**config.mk**
```make
export PLATFORM = sky130hd
export DESIGN_NAME = fifo_uart_transmitter_flat
export DESIGN_NICKNAME = d
export VERILOG_FILES = /design/src/rtl/fifo_uart_transmitter_if.sv /design/src/rtl/fifo_uart_transmitter.sv /design/src/flat_wrapper.sv
export SDC_FILE = /design/constraint.sdc
export NUM_CORES = 1
export LEC_CHECK = 0
export ABC_AREA = 1
export ABC_CLOCK_PERIOD_IN_PS = 1750
export CAP_MARGIN = 40
export CELL_PAD_IN_SITES_DETAIL_PLACEMENT = 1
export CELL_PAD_IN_SITES_GLOBAL_PLACEMENT = 1
export CORE_MARGIN = 2
export CORE_UTILIZATION = 41
export DETAILED_ROUTE_END_ITERATION = 12
export PLACE_DENSITY_LB_ADDON = 0.2
export SLEW_MARGIN = 20
export SYNTH_ARGS = -nofsm -noshare
export SYNTH_HDL_FRONTEND = slang
export SYNTH_SLANG_ARGS = --single-unit
```
**constraint.sdc**
```tcl
create_clock -name clk -period 1.75 [get_ports clk]
set_input_delay 0.525 -clock clk [delete_from_list [all_inputs] [get_ports clk]]
set_output_delay 0.525 -clock clk [all_outputs]
set_load 0.02 [all_outputs]
```
**src/rtl/fifo_uart_transmitter_if.sv**
```systemverilog
// Handshake and serial-line bundle between a FIFO and its UART drain stage.
interface fifo_uart_transmitter_if #(
  parameter int unsigned Input_Data_Width = 8
);
  logic                        Enable;
  logic                        FIFO_Empty;
  logic [Input_Data_Width-1:0] FIFO_Data;
  logic                        Read;
  logic                        Tx;
  logic                        Busy;
  logic                        Frame_Done;

  // Transmitter side: consumes FIFO status/data, drives pop and serial line
  modport master (
    input  Enable,
    input  FIFO_Empty,
    input  FIFO_Data,
    output Read,
    output Tx,
    output Busy,
    output Frame_Done
  );

  // FIFO/controller side
  modport slave (
    output Enable,
    output FIFO_Empty,
    output FIFO_Data,
    input  Read,
    input  Tx,
    input  Busy,
    input  Frame_Done
  );
endinterface

```
**src/rtl/fifo_uart_transmitter.sv**
```systemverilog
// FIFO drain stage: pops one word at a time and serializes it as a UART frame
// (start bit, data LSB-first, optional even parity, 1 or 2 stop bits).
module fifo_uart_transmitter #(
  parameter int unsigned Input_Data_Width = 8,
  parameter int unsigned Clocks_Per_Bit   = 16,
  parameter int unsigned Stop_Bits        = 1,
  parameter bit          Parity_Enable    = 1'b0
) (
  input  logic                      clk,
  input  logic                      reset,
  fifo_uart_transmitter_if.master   bus
);

  localparam int unsigned BAUD_W = $clog2(Clocks_Per_Bit);
  localparam int unsigned BIT_W  = $clog2(Input_Data_Width + 1);

  typedef enum logic [2:0] {
    S_IDLE     = 3'd0,
    S_READ_REQ = 3'd1,
    S_LOAD     = 3'd2,
    S_START    = 3'd3,
    S_DATA     = 3'd4,
    S_PARITY   = 3'd5,
    S_STOP     = 3'd6
  } state_t;

  state_t                      r_state;
  logic [BAUD_W-1:0]           r_baud;
  logic [BIT_W-1:0]            r_bit;
  logic [Input_Data_Width-1:0] r_shift;
  logic                        r_parity;

  logic                        r_read;
  logic                        r_tx;
  logic                        r_busy;
  logic                        r_done;

  state_t                      w_state_next;
  logic [BAUD_W-1:0]           w_baud_next;
  logic [BIT_W-1:0]            w_bit_next;
  logic [Input_Data_Width-1:0] w_shift_next;
  logic                        w_parity_next;

  logic                        w_read_next;
  logic                        w_tx_next;
  logic                        w_busy_next;
  logic                        w_done_next;

  logic                        w_baud_last;
  logic                        w_data_last;
  logic                        w_stop_last;

  assign w_baud_last = (r_baud == BAUD_W'(Clocks_Per_Bit - 1));
  assign w_data_last = (r_bit == BIT_W'(Input_Data_Width - 1));
  assign w_stop_last = (r_bit == BIT_W'(Stop_Bits - 1));

  // State and datapath registers
  always_ff @(posedge clk or negedge reset) begin
    if (!reset) begin
      r_state  <= S_IDLE;
      r_baud   <= '0;
      r_bit    <= '0;
      r_shift  <= '0;
      r_parity <= 1'b0;
    end else begin
      r_state  <= w_state_next;
      r_baud   <= w_baud_next;
      r_bit    <= w_bit_next;
      r_shift  <= w_shift_next;
      r_parity <= w_parity_next;
    end
  end

  // Next-state decode; Enable and FIFO_Empty only matter in IDLE
  always_comb begin
    w_state_next = r_state;
    case (r_state)
      S_IDLE:     if (bus.Enable && !bus.FIFO_Empty) w_state_next = S_READ_REQ;
      S_READ_REQ: w_state_next = S_LOAD;
      S_LOAD:     w_state_next = S_START;
      S_START:    if (w_baud_last) w_state_next = S_DATA;
      S_DATA: begin
        if (w_baud_last && w_data_last) begin
          w_state_next = Parity_Enable ? S_PARITY : S_STOP;
        end
      end
      S_PARITY:   if (w_baud_last) w_state_next = S_STOP;
      S_STOP:     if (w_baud_last && w_stop_last) w_state_next = S_IDLE;
      default:    w_state_next = S_IDLE;
    endcase
  end

  // Baud/bit counters restart on every state change; shift reg loads in LOAD
  always_comb begin
    w_baud_next   = r_baud;
    w_bit_next    = r_bit;
    w_shift_next  = r_shift;
    w_parity_next = r_parity;
    if (w_state_next != r_state) begin
      w_baud_next = '0;
      w_bit_next  = '0;
    end else if (r_state inside {S_START, S_DATA, S_PARITY, S_STOP}) begin
      w_baud_next = w_baud_last ? '0 : r_baud + BAUD_W'(1);
      if (w_baud_last && (r_state inside {S_DATA, S_STOP})) begin
        w_bit_next = r_bit + BIT_W'(1);
      end
    end
    if (r_state == S_LOAD) begin
      w_shift_next  = bus.FIFO_Data;
      w_parity_next = ^bus.FIFO_Data;
    end else if ((r_state == S_DATA) && w_baud_last) begin
      w_shift_next = r_shift >> 1;
    end
  end

  // Output decode from the upcoming state so registered outputs align with it
  always_comb begin
    w_read_next = 1'b0;
    w_tx_next   = 1'b1;
    w_busy_next = (w_state_next != S_IDLE);
    w_done_next = 1'b0;
    case (w_state_next)
      S_READ_REQ: w_read_next = 1'b1;
      S_START:    w_tx_next   = 1'b0;
      S_DATA:     w_tx_next   = w_shift_next[0];
      S_PARITY:   w_tx_next   = w_parity_next;
      S_STOP: begin
        w_done_next = (w_baud_next == BAUD_W'(Clocks_Per_Bit - 1)) &&
                      (w_bit_next == BIT_W'(Stop_Bits - 1));
      end
      default:    w_tx_next   = 1'b1;
    endcase
  end

  // Output registers; reset forces the line idle high immediately
  always_ff @(posedge clk or negedge reset) begin
    if (!reset) begin
      r_read <= 1'b0;
      r_tx   <= 1'b1;
      r_busy <= 1'b0;
      r_done <= 1'b0;
    end else begin
      r_read <= w_read_next;
      r_tx   <= w_tx_next;
      r_busy <= w_busy_next;
      r_done <= w_done_next;
    end
  end

  assign bus.Read       = r_read;
  assign bus.Tx         = r_tx;
  assign bus.Busy       = r_busy;
  assign bus.Frame_Done = r_done;

endmodule

```
**src/flat_wrapper.sv**
```systemverilog
// flat-port wrapper written by rule: the top's interface ports become plain ports
module fifo_uart_transmitter_flat 
#(
  parameter int unsigned Input_Data_Width = 8,
  parameter int unsigned Clocks_Per_Bit   = 16,
  parameter int unsigned Stop_Bits        = 1,
  parameter bit          Parity_Enable    = 1'b0
)
  (clk, reset, bus_Enable, bus_FIFO_Empty, bus_FIFO_Data, bus_Read, bus_Tx, bus_Busy, bus_Frame_Done);
  fifo_uart_transmitter_if #(.Input_Data_Width(Input_Data_Width)) bus_i ();
  input  logic clk;
  input  logic reset;
  input wire logic [$bits(bus_i.Enable)-1:0] bus_Enable;
  input wire logic [$bits(bus_i.FIFO_Empty)-1:0] bus_FIFO_Empty;
  input wire logic [$bits(bus_i.FIFO_Data)-1:0] bus_FIFO_Data;
  output wire logic [$bits(bus_i.Read)-1:0] bus_Read;
  output wire logic [$bits(bus_i.Tx)-1:0] bus_Tx;
  output wire logic [$bits(bus_i.Busy)-1:0] bus_Busy;
  output wire logic [$bits(bus_i.Frame_Done)-1:0] bus_Frame_Done;
  assign bus_i.Enable = bus_Enable;
  assign bus_i.FIFO_Empty = bus_FIFO_Empty;
  assign bus_i.FIFO_Data = bus_FIFO_Data;
  assign bus_Read = bus_i.Read;
  assign bus_Tx = bus_i.Tx;
  assign bus_Busy = bus_i.Busy;
  assign bus_Frame_Done = bus_i.Frame_Done;
  fifo_uart_transmitter #(.Input_Data_Width(Input_Data_Width), .Clocks_Per_Bit(Clocks_Per_Bit), .Stop_Bits(Stop_Bits), .Parity_Enable(Parity_Enable)) u_core (.clk(clk), .reset(reset), .bus(bus_i));
endmodule
```
# Word-level counts from Yosys, hierarchy flattened

Index checks and enable logic that the tools add are counted.

Register bits: 24
Latch bits: 0
Bits in writable memories: 0
ROM bits: 0
Output and inout bits: 4
Logic and storage cells: 60
Memories: 0

Add/sub/neg operators: 2
Multipliers: 0
Div/mod/pow operators: 0
$lt $le $gt $ge: 0
Equality and inequality tests: 15
Shifts and indexed selects: 0
Multiplexer cells: 18
Bitwise logic cells: 0
Reduce and logical (&&, ||, !) cells: 15

Operators with widths:

| operator                                                               | number |
|---|---|
| 4-bit 2-to-1 mux                                                       | 6 |
| 3-bit one-hot mux with 7 select lines                                  | 1 |
| 3-bit equality test (second input constant)                            | 6 |
| 8-bit 2-to-1 mux                                                       | 2 |
| 3-bit 2-to-1 mux                                                       | 5 |
| 3-bit by 2-bit equality test with 1-bit output (second input constant) | 3 |
| 4-bit by 1-bit adder with 4-bit output (second input constant)         | 2 |
| 4-bit equality test (second input constant)                            | 2 |
| 4-bit logical NOT                                                      | 2 |
| 8-bit XOR reduction                                                    | 1 |
| 3-bit by 1-bit equality test with 1-bit output (second input constant) | 2 |
| 1-bit logical AND                                                      | 6 |
| 4-bit by 3-bit equality test with 1-bit output (second input constant) | 1 |
| 2-bit nonzero test                                                     | 2 |
| 4-bit nonzero test                                                     | 1 |
| 3-bit logical NOT                                                      | 1 |
| 1-bit 2-to-1 mux                                                       | 3 |
| 3-bit != test                                                          | 1 |
| 1-bit one-hot mux with 3 select lines                                  | 1 |
| 3-bit nonzero test                                                     | 1 |
| 1-bit logical NOT                                                      | 1 |

# Longest topological paths before layout

Depth in word-level cells: 9
Gate-level depth with buffers: 12
Depth with buffers taken out: 11

# Worst setup path after synthesis

Ideal clock, no wire load.

Kind: register to register
Start: register u_core.r_baud[0]
End: register u_core.r_done (netlist: u_core.bus.Frame_Done)
Setup time: 0.072 ns
Arrival: 1.460 ns
Data required time: 1.678 ns
Setup slack: 0.218 ns
Stages on the path, launching flop included: 11
Buffers on the path: 0
Clock period less this slack: 1.532 ns
Cells stage by stage: dfrtp_1 -> ha_1 -> nand3_4 -> nand2_1 -> inv_1 -> nand2_2 -> a21boi_2 -> nand3_4 -> nor2_4 -> nand2_1 -> nor2_1

Cells in the longest elaborated chain, start to end: 9
Elaborated cells on any way between the ends: 22

RTL lines:

| item                                        | line                                                     | source |
|---|---|---|
| start: declaration                          | fifo_uart_transmitter.sv:28                              | `logic [BAUD_W-1:0] r_baud;` |
| start signal: assignment                    | fifo_uart_transmitter.sv:67                              | `r_baud <= w_baud_next;` |
| 4-bit equality test                         | fifo_uart_transmitter.sv:53                              | `assign w_baud_last = (r_baud == BAUD_W'(Clocks_Per_Bit - 1));` |
| 1-bit logical AND, on equally long branches | fifo_uart_transmitter.sv:88, fifo_uart_transmitter.sv:83 |  |
| 3-bit 2-to-1 mux, on equally long branches  | fifo_uart_transmitter.sv:88, fifo_uart_transmitter.sv:83 |  |
| 3-bit one-hot mux with 7 select lines       | fifo_uart_transmitter.sv:77                              | `case (r_state)` |
| 3-bit != test                               | fifo_uart_transmitter.sv:99                              | `if (w_state_next != r_state) begin` |
| 4-bit 2-to-1 mux *                          | fifo_uart_transmitter.sv:99                              |  |
| via u_core.w_baud_next[2]                   | fifo_uart_transmitter.sv:39                              | `logic [BAUD_W-1:0] w_baud_next;` |
| 4-bit equality test *                       | fifo_uart_transmitter.sv:128                             | `w_done_next = (w_baud_next == BAUD_W'(Clocks_Per_Bit - 1)) &&` |
| 1-bit logical AND *                         | fifo_uart_transmitter.sv:128                             |  |
| 1-bit 2-to-1 mux *                          | fifo_uart_transmitter.sv:122                             | `case (w_state_next)` |
| via u_core.w_done_next                      | fifo_uart_transmitter.sv:47                              | `logic w_done_next;` |
| end signal: assignment                      | fifo_uart_transmitter.sv:146                             | `r_done <= w_done_next;` |
| end: declaration                            | fifo_uart_transmitter.sv:36                              | `logic r_done;` |

The timed path passes the listed nets; every way through them passes the cells marked *.
A chain may end at the register's enable or synchronous reset.

# Final worst setup path

Start: register u_core.r_baud[1]
End: register u_core.r_baud[3]

Cells in the longest elaborated chain, start to end: 6
Elaborated cells on any way between the ends: 13

RTL lines:

| item                                        | line |
|---|---|
| 4-bit equality test                         | fifo_uart_transmitter.sv:53 |
| 1-bit logical AND, on equally long branches | fifo_uart_transmitter.sv:88, fifo_uart_transmitter.sv:83 |
| 3-bit 2-to-1 mux, on equally long branches  | fifo_uart_transmitter.sv:88, fifo_uart_transmitter.sv:83 |
| 3-bit one-hot mux with 7 select lines       | fifo_uart_transmitter.sv:77 |
| 3-bit != test                               | fifo_uart_transmitter.sv:99 |
| 4-bit 2-to-1 mux *                          | fifo_uart_transmitter.sv:99 |
| via u_core.w_baud_next[3]                   | fifo_uart_transmitter.sv:39 |

Marks and branches as above.

==> flow_summary.toml <==
[synth]
ys_ff_latch = 24
synth.largest_area_cell = "dfrtp_1"
syn_area_um2 = 1500
synth_nets = 199
synth_top_area_share_pct = 38.5
yosysSeqAreaShare_pct = 40.2
syn_avg_cell_area_um2 = 8.13
yosys_warnings = 0
synth_cells = 184
synthDistinctLibCells = 31
synth.area.top_cells = "dfrtp_1 38%, nand2_1 11%, nor2_1 5.8%"

[outcome]
outcome = "finished, violations left"
violations = "negative setup slack"

[final_layout]
drive_above_1_share_pct = 28.4
final_nets = 238
areaGrowthSynthToFinish_pct = 27.6
antennaDiodeCount = 0
final_cell_area_um2 = 1910

[clocking]
insertion_delay_ns = 0.32
clkTransAtPathRegs_ns = 0.14
cts_num_sinks = 24
cts_made_buffers = 3
postCtsHoldBufs = 0
tritoncts = "done"
root_buffer = "clkbuf_4"
h-tree-depth = 1
cts.path.max_buffers = 2

[power_and_ir_drop]
finalPower_mw = 0.990
power_density_nw_per_um2 = 519
ir_drop_mv = 0.311
cellLeakagePower_nw = 0.930

[placed_design]
dpl.hpwl_um = 2970
place_area_um2 = 1770
post-place-ws_ns = -0.249
place.gp.congestion = 0.832
numPortBuffers = 15

[worst_setup_path]
critPathMaxFanout = 8
slowest_stage = "dfrtp_1"
worstPathCellList = "ha_4 > nand3_4 > buf_4 > nor2_2 > nand2_2 > nand4_1 > nand3_4 > buf_4 > nor2_1"
critPathMaxStageDelay_ns = 0.45
cp.arrival_ns = 2.02
cp.required_ns = 2.00
start_kind = "flop"
crit_type = "reg2reg"
setup.worst_path.end_class = "flop"

[floorplan]
die_w_um = 64.4
fp.dieArea_um2 = 4150
die_h_um = 64.4
io_pins = 16
core_area_um2 = 3420
num_rows = 21
start_util_pct = 43.8

[timing]
worstMarginPinSlew_ns = 0.321
fin_skew_ns = 0.00707
rsz0062_at_grt = "yes"
fin_ws_ns = -0.0251
min_period_ns = 1.78
fin_crit_sh_pct = 101
slew_violations = 0
relSlewSlack_pct = 78.4
fmax_mhz = 563
setup-violations-final = 1
hold_viol = 0

[routing]
routed-via-count = 1339
ant_nets = 0
drc = 0
wire_per_inst_um = 14.8
dr.pass1.iters = 4
wirelength_um = 3970
vias_per_cell = 5.00
drt_iter0_drc = 75

[global_routing]
grtUsageTotal_pct = 19.8
antenna_found_initial = 0
grt-ovfl-total = 0
grt_max_degree = 25
grt_pass1_wl_um = 6400
grt_pass1_vias = 1427

[run]
max_cap_viol_count = 0

[min_path]
hp-class = "reg2reg"
[Yosys cell counts (all sizes together)]
master and n:
buf 2, nor4 1, nand3b 3, ha 3
dfrtp 23, a21oi 3, xor2 6, o211ai 3
o22ai 2, nor3 1, nand3 12, nand2 48
inv 26, o221ai 2, or2 1, nand4 3
a21boi 1, xnor2 7, o21ai 7, nor2 29
dfstp 1
[final timing paths]
check,slack (ns),endpoint,cells after the start,startpoint
worst min-delay path,0.52,u_core.r_shift[1]$_DFFE_PN0P_,2,u_core.r_shift[1]$_DFFE_PN0P_
worst min register to register,0.52,u_core.r_shift[1]$_DFFE_PN0P_,2,u_core.r_shift[1]$_DFFE_PN0P_
worst max register to register,-0.03,u_core.r_baud[3]$_DFF_PN0_,9,u_core.r_baud[1]$_DFF_PN0_
worst max-delay path,-0.03,u_core.r_baud[3]$_DFF_PN0_,9,u_core.r_baud[1]$_DFF_PN0_
min in group asynchronous,0.54,u_core.r_parity$_DFF_PN0_,2,reset
max in group asynchronous,0.92,u_core.bus.Tx$_DFF_PN1_,2,reset
[state kept, by name, summed over array words and instances (netlist names)]
signal / flops
u_core.bus.Busy: 1
u_core.bus.Frame_Done: 1
u_core.bus.Read: 1
u_core.bus.Tx: 1
u_core.r_baud: 4
u_core.r_bit: 4
u_core.r_parity: 1
u_core.r_shift: 8
u_core.r_state: 3
[worst max-delay path, delay by kind of cell (launching register included)]
family,cells,cell delay [ns]
and+or+nand+nor,6,0.72
adders and majority gates,1,0.18
buffers and inverters,2,0.36
DFF,1,0.45
[per-layer routing]
layer	global-route usage (%)	wire length (µm)	vias up
li1	-	-	661
met1	25.1	1740	655
met2	34.5	2110	19
met3	2.78	77	4
met4	6.91	45	0
met5	0	0	-
[layout make-up]
type | count | area (µm²)
fill | 426 | 1510
timing repair buffer | 36 | 303
inverter | 26 | 100
clock buffer | 4 | 36.3
multi-input combinational | 132 | 808
tap | 46 | 57.6
sequential | 24 | 604
[cells by family (layout without fill, tap and decap cells)]
| group | after synthesis | after routing | share of synthesized area, % |
|---|---|---|---|
| compound gates | 18 | 18 | 8.11 |
| xor+xnor | 13 | 13 | 7.61 |
| fa+ha+maj | 3 | 3 | 2.51 |
| buf+inv | 28 | 66 | 7.78 |
| flops | 24 | 24 | 40.2 |
| simple gates | 98 | 98 | 33.8 |
[through the flow]
step | setup TNS, ns | instances | hold WS [ns] | utilization [%]
global route | -0.811 | 268 | 0.540 | 55.9
floorplan | 0 | 184 | 0.229 | -
CTS | 0 | 258 | 0.525 | 52.7
detailed placement | -1.94 | 254 | 0.493 | 51.8
global placement | -1.08 | 254 | 0.484 | 51.8
finish | -0.0251 | 268 | 0.523 | 55.9
[power by group]
| group | leakage [nW] | total (mW) | internal [mW] | switching, mW |
|---|---|---|---|---|
| registers | 0.278 | 0.576 | 0.571 | 0.00505 |
| clock network | 0.0210 | 0.301 | 0.127 | 0.174 |
| logic | 0.632 | 0.112 | 0.0595 | 0.0529 |
[timing repair]
action | 4_1_cts | 5_1_grt
endpoints found under the hold margin | 0 | 0
setup buffers | 0 | 10
resized for setup | 6 | 11
pin swaps | 0 | 5
setup endpoints to repair | 5 | 12
[placed cells by master (no fill, tap or decap), drive strengths merged, types with 3 or more instances in the layout]
cell type	synthesis	routed
nand3b	3	3
nor2	29	29
xor2	6	6
buf	2	21
dfrtp	23	23
ha	3	3
xnor2	7	7
nand2	48	48
clkbuf	0	4
a21oi	3	3
o211ai	3	3
nand3	12	12
inv	26	26
clkdlybuf4s50	0	11
dlygate4sd2	0	4
nand4	3	3
o21ai	7	7
No activity file was read; power rests on OpenSTA's default activity.
